## src/rtl/uart_cmd_rcv.sv

```systemverilog
// Assembles UART bytes into 16-bit commands and returns one-byte responses.
// Optional macro CMD_CHKSUM_EN adds a third checksum byte, ~(hi+lo), to each frame.
module uart_cmd_rcv #(
    parameter int TIMEOUT = 20000,
    parameter int CNT_W   = 15
) (
    input  logic        i_clk,
    input  logic        i_rst_n,
    input  logic        i_rx_rdy,
    input  logic [7:0]  i_rx_data,
    output logic        o_clr_rx_rdy,
    output logic [15:0] o_cmd,
    output logic        o_cmd_rdy,
    input  logic        i_clr_cmd_rdy,
    input  logic        i_snd_resp,
    input  logic [7:0]  i_resp,
    output logic        o_trmt,
    output logic [7:0]  o_tx_data,
    input  logic        i_tx_done,
    output logic        o_resp_sent,
    output logic        o_frm_err
);

    typedef enum logic [1:0] {
        WAIT_HI,
        WAIT_LO,
        WAIT_CK
    } rx_state_t;

    typedef enum logic {
        TX_IDLE,
        TX_BUSY
    } tx_state_t;

    localparam logic [CNT_W-1:0] TERM_CNT = CNT_W'(TIMEOUT - 1);

    rx_state_t         r_rx_state;
    tx_state_t         r_tx_state;
    logic [7:0]        r_hi;
    logic [CNT_W-1:0]  r_timer;
    logic [15:0]       r_cmd;
    logic              r_cmd_rdy;
    logic              r_frm_err;
    logic              r_trmt;
    logic [7:0]        r_tx_data;
    logic              r_resp_sent;
    logic              w_timeout;

`ifdef CMD_CHKSUM_EN
    logic [7:0]        r_lo;
    logic [7:0]        w_sum;
    logic [7:0]        w_chk;

    assign w_sum = r_hi + r_lo;
    assign w_chk = ~w_sum;
`endif

    // Every byte is consumed in the cycle it is offered, whatever the state.
    assign o_clr_rx_rdy = i_rx_rdy;
    assign w_timeout    = (r_timer == TERM_CNT);

    assign o_cmd       = r_cmd;
    assign o_cmd_rdy   = r_cmd_rdy;
    assign o_frm_err   = r_frm_err;
    assign o_trmt      = r_trmt;
    assign o_tx_data   = r_tx_data;
    assign o_resp_sent = r_resp_sent;

    always_ff @(posedge i_clk) begin
        if (!i_rst_n) begin
            r_rx_state <= WAIT_HI;
            r_hi       <= '0;
            r_timer    <= '0;
            r_cmd      <= '0;
            r_cmd_rdy  <= 1'b0;
            r_frm_err  <= 1'b0;
`ifdef CMD_CHKSUM_EN
            r_lo       <= '0;
`endif
        end else begin
            r_frm_err <= 1'b0;
            // Later assignments below (frame completion) override this clear.
            if (i_clr_cmd_rdy) begin
                r_cmd_rdy <= 1'b0;
            end
            case (r_rx_state)
                WAIT_HI: begin
                    if (i_rx_rdy) begin
                        r_hi       <= i_rx_data;
                        r_timer    <= '0;
                        r_cmd_rdy  <= 1'b0;
                        r_rx_state <= WAIT_LO;
                    end
                end
                WAIT_LO: begin
                    r_timer <= r_timer + 1'b1;
                    if (i_rx_rdy) begin
`ifdef CMD_CHKSUM_EN
                        r_lo       <= i_rx_data;
                        r_timer    <= '0;
                        r_rx_state <= WAIT_CK;
`else
                        r_cmd      <= {r_hi, i_rx_data};
                        r_cmd_rdy  <= 1'b1;
                        r_rx_state <= WAIT_HI;
`endif
                    end else if (w_timeout) begin
                        r_frm_err  <= 1'b1;
                        r_hi       <= '0;
                        r_rx_state <= WAIT_HI;
                    end
                end
`ifdef CMD_CHKSUM_EN
                WAIT_CK: begin
                    r_timer <= r_timer + 1'b1;
                    if (i_rx_rdy) begin
                        if (i_rx_data == w_chk) begin
                            r_cmd     <= {r_hi, r_lo};
                            r_cmd_rdy <= 1'b1;
                        end else begin
                            r_frm_err <= 1'b1;
                        end
                        r_hi       <= '0;
                        r_lo       <= '0;
                        r_rx_state <= WAIT_HI;
                    end else if (w_timeout) begin
                        r_frm_err  <= 1'b1;
                        r_hi       <= '0;
                        r_lo       <= '0;
                        r_rx_state <= WAIT_HI;
                    end
                end
`endif
                default: begin
                    r_rx_state <= WAIT_HI;
                end
            endcase
        end
    end

    always_ff @(posedge i_clk) begin
        if (!i_rst_n) begin
            r_tx_state  <= TX_IDLE;
            r_trmt      <= 1'b0;
            r_tx_data   <= '0;
            r_resp_sent <= 1'b0;
        end else begin
            r_trmt <= 1'b0;
            case (r_tx_state)
                TX_IDLE: begin
                    if (i_snd_resp) begin
                        r_tx_data   <= i_resp;
                        r_resp_sent <= 1'b0;
                        r_trmt      <= 1'b1;
                        r_tx_state  <= TX_BUSY;
                    end
                end
                TX_BUSY: begin
                    if (i_tx_done) begin
                        r_resp_sent <= 1'b1;
                        r_tx_state  <= TX_IDLE;
                    end
                end
                default: begin
                    r_tx_state <= TX_IDLE;
                end
            endcase
        end
    end

endmodule

```

## config.mk

```make
export PLATFORM = sky130hd
export DESIGN_NAME = uart_cmd_rcv
export DESIGN_NICKNAME = d
export VERILOG_FILES = /design/src/rtl/uart_cmd_rcv.sv
export SDC_FILE = /design/constraint.sdc
export NUM_CORES = 1
export LEC_CHECK = 0
export BUFFER_PORTS_ARGS = -buffer_cell sky130_fd_sc_hd__buf_2
export CORE_MARGIN = 4
export CORE_UTILIZATION = 53
export CTS_CLUSTER_DIAMETER = 80
export CTS_CLUSTER_SIZE = 24
export DETAILED_ROUTE_END_ITERATION = 12
export PLACE_DENSITY = 0.76
export SLEW_MARGIN = 20
export SYNTH_ARGS = -nofsm -noshare
export SYNTH_HDL_FRONTEND = slang
export SYNTH_SLANG_ARGS = --single-unit
```

## constraint.sdc

```tcl
create_clock -name i_clk -period 1.8 [get_ports i_clk]
set_input_delay 0.36 -clock i_clk [delete_from_list [all_inputs] [get_ports i_clk]]
set_output_delay 0.36 -clock i_clk [all_outputs]
set_load 0.02 [all_outputs]
```

==> impl_metrics.env <==
export IMPL_hp_class="primary input to register"
export IMPL_ir_drop_mv=0.597
export IMPL_worst_slew_slack_as_a_fraction_of_its_limit_pct=63.1
export IMPL_dp_worst_setup_slack_ns=0.233
export IMPL_final_cell_mix="60 x nand2_1, 53 x dfxtp_1, 50 x buf_2, 18 x a21boi_0, 13 x o21ai_0"
export IMPL_start_kind="register"
export IMPL_syn_mean_instance_area_sq_um=8.71
export IMPL_timing_critical_path_fanout_max=8
export IMPL_series_of_cell_instances_along_the_critical_path="nor4b_1 > nand4_1 > o21a_1 > a22o_1"
export IMPL_numCtsBuffers=5
export IMPL_leading_cell_type_in_the_layout_fill_and_taps_excluded="nand2_1"
export IMPL_overflow=0
export IMPL_power_per_cell_area_mw_per_mm2=828
export IMPL_final_net_count=327
export IMPL_synthesis_area_sq_mm=0.00223
export IMPL_fin_crit_ns=1.58
export IMPL_hpwlAfterDp_um=3460
export IMPL_max_slew_worst_pin_slew_ns=0.552
export IMPL_globalRouteTotalUtil_pct=19.2
export IMPL_post_cts_resized_instances=0
export IMPL_final_cycle_share_pct=87.8
export IMPL_grtUsageMet2_pct=32.6
export IMPL_vias_per_cell=5.42
export IMPL_met1_usage_pct=23.2
export IMPL_avgRoutedWirePerCell_um=13.2
export IMPL_max_freq_mhz=633
export IMPL_min_from="i_tx_done"
export IMPL_worst_r2r_start="r_timer[5]"
export IMPL_clk_root_buffer_cell="clkbuf_8"
export IMPL_synth_seq_area_share_pct=47.6
export IMPL_grt_setup_unrepaired="no"
export IMPL_crit_slowest_cell="dfxtp_1"
export IMPL_synthDominantCellAreaShare_pct=47.6
export IMPL_layout_drive_gt1_share_pct=22.0
export IMPL_cp_required_ns=1.99
export IMPL_number_of_global_route_vias_before_repair=1800
export IMPL_cts_tree="done"
export IMPL_grt_pass1_wl_um=8090
export IMPL_cells_after_synthesis=256
export IMPL_count_of_vias_placed_by_the_detailed_router=1920
export IMPL_max_cap_violations=0
export IMPL_final_design_area_no_fill_sq_mm=0.00261
export IMPL_synth_cell_types=42
export IMPL_drtPass1Iterations=4
export IMPL_ys_warnings_count=0
export IMPL_worst_setup_hold_path_clk_slew_ns=0.09
export IMPL_antenna_violating_nets_post_route=0
export IMPL_arrival_ns=1.77
export IMPL_row_count=23
export IMPL_cts_hold_buf=0
export IMPL_remaining_drc_errors=0
export IMPL_synth_largest_area_cell="dfxtp_1"
export IMPL_io_pins=51
export IMPL_die_area_sq_mm=0.00531
export IMPL_hold_worst_slack_ns=0.239
export IMPL_critical_path_max_stage_delay_ns=0.38
export IMPL_max_clock_path_buffers=2
export IMPL_tns_ns=0
export IMPL_antenna_found_initial=0
export IMPL_gr_max_usage_layer="met2"
export IMPL_skew_ns=0.00568
export IMPL_insertion_delay_ns=0.30
export IMPL_use_met3_pct=5.37
export IMPL_hold_violations=0
export IMPL_fp_dieH_um=72.9
export IMPL_setup_worst_path_end_class="register"
export IMPL_port_buffers=50
export IMPL_grt_start_max_net_pins=21
export IMPL_gp_congestion=0.861
export IMPL_depth_of_the_cts_h_tree=2
export IMPL_die_w_um=72.9
export IMPL_min_setup_slack_post_route_ns=0.220
export IMPL_synth_fp_nets=279
export IMPL_floorplan_initialDensity_pct=55.3
export IMPL_slew_violations=0
export IMPL_finalSetupViolations=0
export IMPL_detail_route_wirelength_um=4660
export IMPL_synthesis_to_finish_area_growth_pct=17.1
export IMPL_crit_path_start="r_timer[5]"
export IMPL_synth_ff_latch_count=53
export IMPL_post_synth_main_area_contributors="dfxtp_1 48%, nand2_1 10%, a21boi_0 6.1%, mux2i_1 4.9%, o21ai_0 2.9%"
export IMPL_cellLeakagePower_uw=0.00108
export IMPL_post_dp_cell_area_sq_mm=0.00252
export IMPL_antenna_cells=0
export IMPL_cts_repair_timing_setup_buffer_count=0
export IMPL_crit_type="register to register"
export IMPL_core_box_area_sq_mm=0.00403
export IMPL_drt_initial_drc_count=72
export IMPL_outcome="finished clean"
export IMPL_cts_sinks=53
-- Yosys cell counts --
library cell and n:
nand2b_1 4, nand4_1 5, nor4_1 1, and2_1 5, clkinv_1 1, a22oi_1 1, a41oi_1 1, dfxtp_1 53
buf_4 1, o21ai_0 13, a21boi_1 1, nor2_1 9, o41ai_1 1, buf_2 4, clkbuf_2 1, and4_4 1
and4_1 3, ha_1 1, a21boi_0 18, a31oi_1 2, nand2_1 60, nor3b_1 1, o21a_1 1, nor2b_1 6
nand3_4 1, or4_1 1, clkbuf_1 10, xnor2_1 2, inv_1 1, o311ai_0 1, nor3_1 3, nor4b_1 1
o21ai_1 1, nand3_1 4, xor2_1 3, o31ai_1 4, buf_6 1, o211ai_1 1, a22o_1 5, mux2i_1 11
a21oi_1 11, or3_1 1
-- area by class of cell --
type	instances	area (sq um)
multi-input combinational	184	1080
timing repair buffer	58	310
inverter	2	7.51
sequential	53	1060
clock inverter	1	7.51
fill	374	1420
tap	50	62.6
clock buffer	6	82.6
-- critical path, delay by kind of cell, from the launching register on --
family	cells	cell delay, ns
DFF	1	0.38
AOI/OAI and AO/OA	2	0.55
and+or+nand+nor	2	0.54
-- where the power goes --
| part | total [uW] | internal [uW] | switching [uW] |
|---|---|---|---|
| logic | 244 | 102 | 143 |
| clock network | 664 | 304 | 360 |
| registers | 1250 | 1220 | 32.9 |
| total | 2160 | 1630 | 535 |
-- metrics by stage --
| step | utilization (%) | instances | total power (uW) |
|---|---|---|---|
| 4_1_cts | 64.8 | 354 | 2190 |
| 6_report | 64.8 | 354 | 2160 |
| 3_5_place_dp | 62.6 | 347 | 1530 |
| 2_1_floorplan | - | 256 | 1440 |
| 3_3_place_gp | 62.6 | 347 | 1520 |
| 5_1_grt | 64.8 | 354 | 2270 |
-- kinds of logic (layout without fill, tap and decap cells) --
kind of cell               Yosys count  in the layout  synth area share (%)
adders and majority gates            1              1                 0.561
and+or+nand+nor                    106            106                  22.9
DFF                                 53             53                  47.6
buffers and inverters               19             67                  3.98
muxes                               11             11                  4.94
xor gates and xnor gates             5              5                  1.96
AOI/OAI and AO/OA                   61             61                  18.1
-- registers in the layout, summed over array words and instances, names as in the netlist --
name,cells
o_tx_data,8
r_hi,8
r_tx_state,1
o_trmt,1
o_cmd,16
o_cmd_rdy,1
r_timer,15
r_rx_state,1
o_frm_err,1
o_resp_sent,1
-- layer usage --
layer	wire [um]	vias up
met5	0	-
met1	2130	882
li1	-	982
met2	2180	49
met4	72	0
met3	276	7
-- worst paths after layout --
check	endpoint	cells after the start	slack [ns]
worst max-delay path	r_hi[7]	4	0.22
worst min-delay path	r_tx_state	2	0.24
worst max register to register	r_hi[7]	4	0.22
worst min register to register	o_tx_data[2]	2	0.46
Note: power is estimated with default switching activity, not from simulation.
